File: src/rtl/instruction_fetch_queue.sv
// Decoupled fetch stage: credit-limited imem request port feeding a DEPTH-entry
// instruction/PC FIFO toward IF/ID; a redirect flushes and drops wrong-path responses.
module instruction_fetch_queue #(
    parameter int unsigned      DEPTH    = 4,
    parameter int unsigned      XLEN     = 64,
    parameter logic [XLEN-1:0]  RESET_PC = '0
) (
    input  logic                       clk,
    input  logic                       reset,
    output logic                       imem_req,
    output logic [XLEN-1:0]            imem_addr,
    input  logic                       imem_gnt,
    input  logic                       imem_rvalid,
    input  logic [31:0]                imem_rdata,
    input  logic                       redirect,
    input  logic [XLEN-1:0]            redirect_pc,
    output logic                       out_valid,
    input  logic                       out_ready,
    output logic [31:0]                out_inst,
    output logic [XLEN-1:0]            out_pc,
    output logic [$clog2(DEPTH):0]     occupancy
);

    localparam int unsigned PTR_W = $clog2(DEPTH);
    localparam int unsigned CNT_W = PTR_W + 1;
    localparam int unsigned SUM_W = CNT_W + 1;

    logic [XLEN-1:0]  fetch_pc_q, fetch_pc_d;
    logic [XLEN-1:0]  resp_pc_q, resp_pc_d;
    logic [CNT_W-1:0] count_q, count_d;
    logic [CNT_W-1:0] outst_q, outst_d;
    logic [CNT_W-1:0] drop_q, drop_d;
    logic [PTR_W-1:0] rd_ptr_q, rd_ptr_d;
    logic [PTR_W-1:0] wr_ptr_q, wr_ptr_d;

    logic [31:0]      inst_mem_q [DEPTH];
    logic [XLEN-1:0]  pc_mem_q   [DEPTH];

    logic credit_ok;
    logic grant;
    logic push;
    logic pop;

    // Requests in flight count against FIFO space so a push can never overflow.
    assign credit_ok = (SUM_W'(count_q) + SUM_W'(outst_q)) < SUM_W'(DEPTH);
    assign imem_req  = reset && !redirect && credit_ok;
    assign imem_addr = fetch_pc_q;
    assign grant     = imem_req && imem_gnt;
    assign push      = imem_rvalid && !redirect && (drop_q == '0);
    assign pop       = out_valid && out_ready && !redirect;

    assign out_valid = (count_q != '0);
    assign out_inst  = inst_mem_q[rd_ptr_q];
    assign out_pc    = pc_mem_q[rd_ptr_q];
    assign occupancy = count_q;

    always_comb begin
        fetch_pc_d = fetch_pc_q;
        resp_pc_d  = resp_pc_q;
        count_d    = count_q;
        outst_d    = outst_q - CNT_W'(imem_rvalid);
        drop_d     = drop_q;
        rd_ptr_d   = rd_ptr_q;
        wr_ptr_d   = wr_ptr_q;

        if (redirect) begin
            // Everything still outstanding belongs to the old stream, including
            // anything already marked for dropping by an earlier redirect.
            fetch_pc_d = redirect_pc;
            resp_pc_d  = redirect_pc;
            count_d    = '0;
            rd_ptr_d   = '0;
            wr_ptr_d   = '0;
            drop_d     = outst_q - CNT_W'(imem_rvalid);
        end else begin
            if (grant) begin
                fetch_pc_d = fetch_pc_q + XLEN'(4);
                outst_d    = outst_q + CNT_W'(1) - CNT_W'(imem_rvalid);
            end
            if (imem_rvalid && (drop_q != '0)) begin
                drop_d = drop_q - CNT_W'(1);
            end
            if (push) begin
                resp_pc_d = resp_pc_q + XLEN'(4);
                wr_ptr_d  = wr_ptr_q + PTR_W'(1);
            end
            if (pop) begin
                rd_ptr_d = rd_ptr_q + PTR_W'(1);
            end
            count_d = count_q + CNT_W'(push) - CNT_W'(pop);
        end
    end

    always_ff @(posedge clk or negedge reset) begin
        if (!reset) begin
            fetch_pc_q <= RESET_PC;
            resp_pc_q  <= RESET_PC;
            count_q    <= '0;
            outst_q    <= '0;
            drop_q     <= '0;
            rd_ptr_q   <= '0;
            wr_ptr_q   <= '0;
        end else begin
            fetch_pc_q <= fetch_pc_d;
            resp_pc_q  <= resp_pc_d;
            count_q    <= count_d;
            outst_q    <= outst_d;
            drop_q     <= drop_d;
            rd_ptr_q   <= rd_ptr_d;
            wr_ptr_q   <= wr_ptr_d;
        end
    end

    // Storage has no reset; validity is carried entirely by count_q.
    always_ff @(posedge clk) begin
        if (push) begin
            inst_mem_q[wr_ptr_q] <= imem_rdata;
            pc_mem_q[wr_ptr_q]   <= resp_pc_q;
        end
    end

endmodule

File: config.mk
export PLATFORM = sky130hd
export DESIGN_NAME = instruction_fetch_queue
export DESIGN_NICKNAME = d
export VERILOG_FILES = /design/src/rtl/instruction_fetch_queue.sv
export SDC_FILE = /design/constraint.sdc
export NUM_CORES = 1
export LEC_CHECK = 0
export ABC_CLOCK_PERIOD_IN_PS = 4850
export CORE_UTILIZATION = 49
export CTS_BUF_LIST = sky130_fd_sc_hd__clkbuf_4
export CTS_CLUSTER_DIAMETER = 100
export CTS_CLUSTER_SIZE = 28
export DETAILED_ROUTE_END_ITERATION = 10
export GPL_ROUTABILITY_DRIVEN = 0
export PLACE_DENSITY = 0.72
export REMOVE_ABC_BUFFERS = 1
export SLEW_MARGIN = 20
export SYNTH_ARGS = -nofsm -noshare
export SYNTH_HDL_FRONTEND = slang
export SYNTH_SLANG_ARGS = --single-unit
File: constraint.sdc
create_clock -name clk -period 4.85 [get_ports clk]
set_input_delay 0.7275 -clock clk [delete_from_list [all_inputs] [get_ports clk]]
set_output_delay 0.7275 -clock clk [all_outputs]
set_load 0.05 [all_outputs]
# Word level (Yosys, flattened, before mapping)
# Memories as Yosys holds them, arrays and structs flattened.
# Cells that the tools add are included.
dict set report word_totals {
  out_inout_bits 165
  mem_bits_rw 384
  inputBits 102
  elab_cells 52
  n_memories 2
  reg_bits 141
}
# memory words word_bits rd rd_clocked_by_memory_dff wr line_no
set mem_list {}
lappend mem_list {pc_mem_q 4 64 1 0 1 37} ;# logic [XLEN-1:0] pc_mem_q [DEPTH];
lappend mem_list {inst_mem_q 4 32 1 0 1 36} ;# logic [31:0] inst_mem_q [DEPTH];
dict set report classes {
  n_reduce_logical 16
  add_sub_neg 11
  muxes 15
  order_cmp 1
}
# operator n
set ops {}
lappend ops {{2-to-1 mux 64 bit} 4}
lappend ops {{adder 64 x 3 -> 64 bit, second input constant} 2}
lappend ops {{2-to-1 mux 3 bit} 5}
lappend ops {{subtractor 3 x 1 -> 3 bit} 3}
lappend ops {{logical AND 1 bit} 8}
lappend ops {{2-to-1 mux 2 bit} 4}
lappend ops {{nonzero test 2 bit} 4}
lappend ops {{nonzero test 3 bit} 2}
lappend ops {{adder 2 x 1 -> 2 bit, second input constant} 2}
lappend ops {{adder 3 x 3 -> 4 bit} 1}
lappend ops {{< comparator 4 x 3 -> 1 bit, second input constant} 1}
lappend ops {{adder 3 x 1 -> 3 bit} 1}
lappend ops {{adder 3 x 1 -> 3 bit, second input constant} 1}
lappend ops {{zero test 3 bit} 1}
lappend ops {{subtractor 3 x 1 -> 3 bit, second input constant} 1}
lappend ops {{2-to-1 mux 1 bit} 2}
lappend ops {{zero test 1 bit} 1}

# Logic depth before layout (Yosys ltp)
dict set report logic_depth {
  depth_word 6
  ltp_mapped 12
  ltp_nobuf 12
}

# Worst setup path after synthesis
# OpenSTA, ideal clock, no wires.
dict set report synth_path {
  kind {input to register}
  start {input redirect}
  end {memory inst_mem_q[0][0] (enable)}
  setup_ps 466
  stages 4
  slack_ps 799
  arrival_ps 3585
  required_time_ps 4384
  path_buffers 2
  cell_sequence {clkbuf_1 buf_1 nor2_1 and2_1}
}
dict set report synth_via {
  elab_chain_len 5
}
# item line_no
set synth_rtl {}
lappend synth_rtl {{from (decl)} 15} ;# input logic redirect,
lappend synth_rtl {{zero test 1 bit} 49} ;# assign push = imem_rvalid && !redirect && (drop_q == '0);
lappend synth_rtl {{logical AND 1 bit (2 in a row)} 49}
lappend synth_rtl {{2-to-1 mux 1 bit} 116} ;# if (push) begin
lappend synth_rtl {{2-to-1 mux 1 bit (not written as such)} 117} ;# inst_mem_q[wr_ptr_q] <= imem_rdata;
lappend synth_rtl {{to (decl)} 36}
# No other way between the ends.

# Worst setup path after layout
dict set report layout_path {
  start {register rd_ptr_q[0]}
  end {output out_pc[59]}
}
dict set report layout_via {
  elab_chain_len 1
}
# item line_no
set layout_rtl {}
lappend layout_rtl {{from (decl)} 33} ;# logic [PTR_W-1:0] rd_ptr_q, rd_ptr_d;
lappend layout_rtl {{from (signal assigned)} 109} ;# rd_ptr_q <= rd_ptr_d;
lappend layout_rtl {{memory (4 x 64 bit)} -}
lappend layout_rtl {{to (decl)} 20} ;# output logic [XLEN-1:0] out_pc,
# No other way between the ends.

==> summary.md <==
| Metric | Value |
|---|---|
| GRT overflow | 0 |
| Tot GR Track Use | 0.238 |
| Die width | 214 um |
| Element type at the critical path end | primary output |
| First-pass GRT wire length | 82.7 mm |
| Setup TNS | 0 ns |
| Area of the multi-input gates | about 6600 sq um |
| Routed via count | 13700 |
| Clk buf depth | 3 |
| Post-synth top area cell | edfxtp_1 |
| Detail Route Antenna Nets | 0 |
| Max cap viols | 0 |
| Max FO, Critical Path | 40 |
| Count of input and output buffers | ~270 |
| Drt drc | 0 |
| Synthesis-stage register bit count | 525 |
| Status | finished clean |
| PwrDens | 414 nW/um^2 |
| Final hold vios | 0 |
| Vias in the first global route | 13300 |
| Fin. max-slew vios | 0 |
| Synth unique cells | 53 |
| Initial Util | 0.498 |
| R2R Setup Slk | 1.51 ns |
| Worst-margin pin slew | 1.06 ns |
| Area of placed instances | between 20000 and 30000 sq um |
| Core Footprint | 44200 sq um |
| Synth Area in XOR/XNOR | 0.0314 |
| Ys flop type | edfxtp_1 |
| Register area | 15100 sq um |
| Leak Pwr | between 8 and 9 nW |
| Via density | 5.97 |
| Total Die Area | 45800 sq um |
| Drt wl/cell | 23.8 um |
| Area share of and/or/nand/nor cells after synthesis | 0.103 |
| Post-CTS setup buffers | 0 |
| Area share of the largest cell type after synthesis | 0.524 |
| Number of synthesized flops with an enable pin | 384 |
| Post-Syn Area | 22000 sq um |
| Final #Nets | approximately 1800 |
| Filler Cell Count | 3439 |
| Final Skew | roughly 0.12 ns |
| RSZ-0062 raised after global routing | no |
| R2r endpoint | imem_addr[63] |
| Root Driver | clkbuf_4 |
| Critical path arrival | 3.38 ns |
| DP Wirelength | 37.5 mm |
| HP Class | primary input to asynchronous set/reset pin |
| Post-synthesis compound-gate area fraction | 0.0464 |
| Synth Area in Adders | 0.0100 |
| Synth Area per Inst | 15.4 sq um |
| CTS tree | yes |
| Number of I/O pins | around 270 |
| Clk slew on worst S/H paths | 0.29 ns |
| Post-synthesis instance total | 1434 |
| Reg2Reg Launch Point | outst_q[2] |
| Max IR drop VDD | 262 uV |
| H-tree Lvls | 1 |
| Asr flop ratio synth | 0.269 |
| Num CTS Buffers | 22 |
| Fin cells | 2295 |
| Register area share after synthesis | 0.684 |
| Worst Reg-to-Reg Cells | 8 |
| Largest family of logic cells by synthesized area | multiplexers |
| Min cycle time layout | 4.10 ns |
| DR pass1 iterations | 5 |
| Clk sinks | roughly 530 |
| DRT iter0 DRCs | 1519 |
| Fin area | ~26000 sq um |
| Fin util | 0.583 |
| Row cnt | 77 |
| Largest net degree at the start of global routing | 77 |
| WS Path Type | flip-flop to primary output |
| Setup crit start kind | flip-flop |
| Layout cells sized above 1 | 0.117 |
| Setup violators final | 0 |
| Synth Warn # | 0 |
| Final wirelength | 54.7 mm |
| Area growth syn-to-layout | 17.1% |
| FMAX | 0.244 GHz |
| Fin crit share | 0.846 |
| Die H | 214 um |
| Mux share of post-synthesis cell area | 0.110 |
| Clk_lat worst skew | 0.87 ns |
| WP data required | 4.12 ns |
| Dpl cells | ~2300 |
| Synth area leaders | edfxtp_1 52%, dfrtp_1 16%, mux4_2 9.8% |
| Initial antenna violation count | 2 |
| Max_slew headroom | 0.286 |
==> layer usage <==
layer  wire [um]  vias up  share of wire  GRT usage
met5           0        -              0          0
met4        1170        0          0.021     0.0578
met3        4630       65          0.085     0.0436
met2       25700      552           0.47      0.370
met1       23200     7019           0.42      0.349
li1            -     6056              -          -
==> what timing repair did <==
action | in CTS | in global routing
hold buffers | 1 | 0
endpoints found under the hold margin | 34 | 0
gates resized for setup | 0 | 0
==> layout make-up <==
| cell class | instances | share of cell area |
|---|---|---|
| diodes | 2 | 0.000194 |
| clock buffers | 39 | 0.0114 |
| clock inverters | 1 | 0.000340 |
| inverters | 24 | 0.00349 |
| multi-input cells | 820 | 0.257 |
| flip-flops and latches | 525 | 0.584 |
| well taps | 592 | 0.0287 |
| repair buffers | 292 | 0.114 |
==> worst max-delay path by stage <==
stage                      startpoint             to
final                     rd_ptr_q[0]     out_pc[59]
after global routing      rd_ptr_q[0]     out_pc[59]
after CTS                 rd_ptr_q[0]     out_pc[59]
after detailed placement     redirect  imem_addr[63]
after global placement       redirect  imem_addr[59]
after floorplan           rd_ptr_q[0]    out_inst[0]
==> critical path, cell delays in order, from the launching register on <==
cell	delay, ns
dfrtp_4	0.82
buf_12	0.36
mux4_2	0.59
clkdlybuf4s50_1	0.74
==> flip-flops by register name, summed over array words and instances, names as in the netlist <==
register,count
imem_addr,64
wr_ptr_q,2
occupancy,3
outst_q,3
inst_mem_q,128
rd_ptr_q,2
pc_mem_q,256
resp_pc_q,64
drop_q,3
==> logic make-up (layout without fill, tap and decap cells) <==
| kind of cell | after synthesis | after routing |
|---|---|---|
| flops | 525 | 525 |
| compound gates | 166 | 166 |
| other cells | 0 | 2 |
| buf+inv | 89 | 356 |
| xor+xnor | 79 | 79 |
| mux | 119 | 119 |
| fa+ha+maj | 17 | 17 |
| simple gates | 439 | 439 |
==> placed cells by master, fill, tap and decap left out, types with 3 or more instances in the layout <==
cell type,synthesis,routed
mux2_2,16,16
or4_1,5,5
nand3_1,75,75
nor2_1,58,58
nand4_1,51,51
or3_1,3,3
a21oi_1,15,15
or4_4,3,3
o21ai_0,84,84
ha_1,16,16
a31o_2,4,4
mux4_2,96,96
a21o_1,5,5
a31oi_1,9,9
and2_4,0,4
xor2_1,42,42
xnor2_1,37,37
nor3_1,17,17
buf_12,0,7
buf_4,0,19
o31a_1,3,3
a21boi_0,3,3
clkdlybuf4s50_1,0,264
clkbuf_4,0,39
mux2i_1,7,7
edfxtp_1,384,384
inv_1,23,23
nand3b_1,3,3
dfrtp_1,141,139
and2_1,17,13
and4_1,17,17
nor4_1,20,19
o311ai_0,12,12
nand2b_1,6,6
o211ai_1,22,22
and3_1,25,25
nand2_1,127,127
==> per-stage QoR <==
stage | hold slack [ns] | power (mW) | setup slack [ns]
finish | 0.262 | 10.7 | 0.745
CTS | 0.204 | 10.8 | 0.619
detailed placement | 0.516 | 9.21 | 1.13
global route | 0.221 | 11.1 | 0.539
floorplan | 0.432 | 7.94 | -0.475
global placement | 0.495 | 9.17 | 1.22
==> synthesized netlist by cell type, drive strengths merged (7+ instances only) <==
cell type / number
a21oi: 15
a31oi: 9
and2: 19
and3: 25
and4: 17
buf: 14
clkbuf: 51
dfrtp: 141
edfxtp: 384
ha: 16
inv: 24
mux2: 16
mux2i: 7
mux4: 96
nand2: 127
nand3: 75
nand4: 52
nor2: 58
nor3: 18
nor4: 21
o211ai: 22
o21ai: 84
o311ai: 13
or4: 8
xnor2: 37
xor2: 42
==> where the power goes <==
group	leakage (nW)	internal [mW]	switching, mW	total [mW]
Clock	0.184	0.360	1.22	1.58
Combinational	3.21	1.39	2.22	3.61
Sequential	5.17	5.12	0.363	5.48
Total	8.56	6.87	3.80	10.7
No activity file was read; power rests on OpenSTA's default activity.
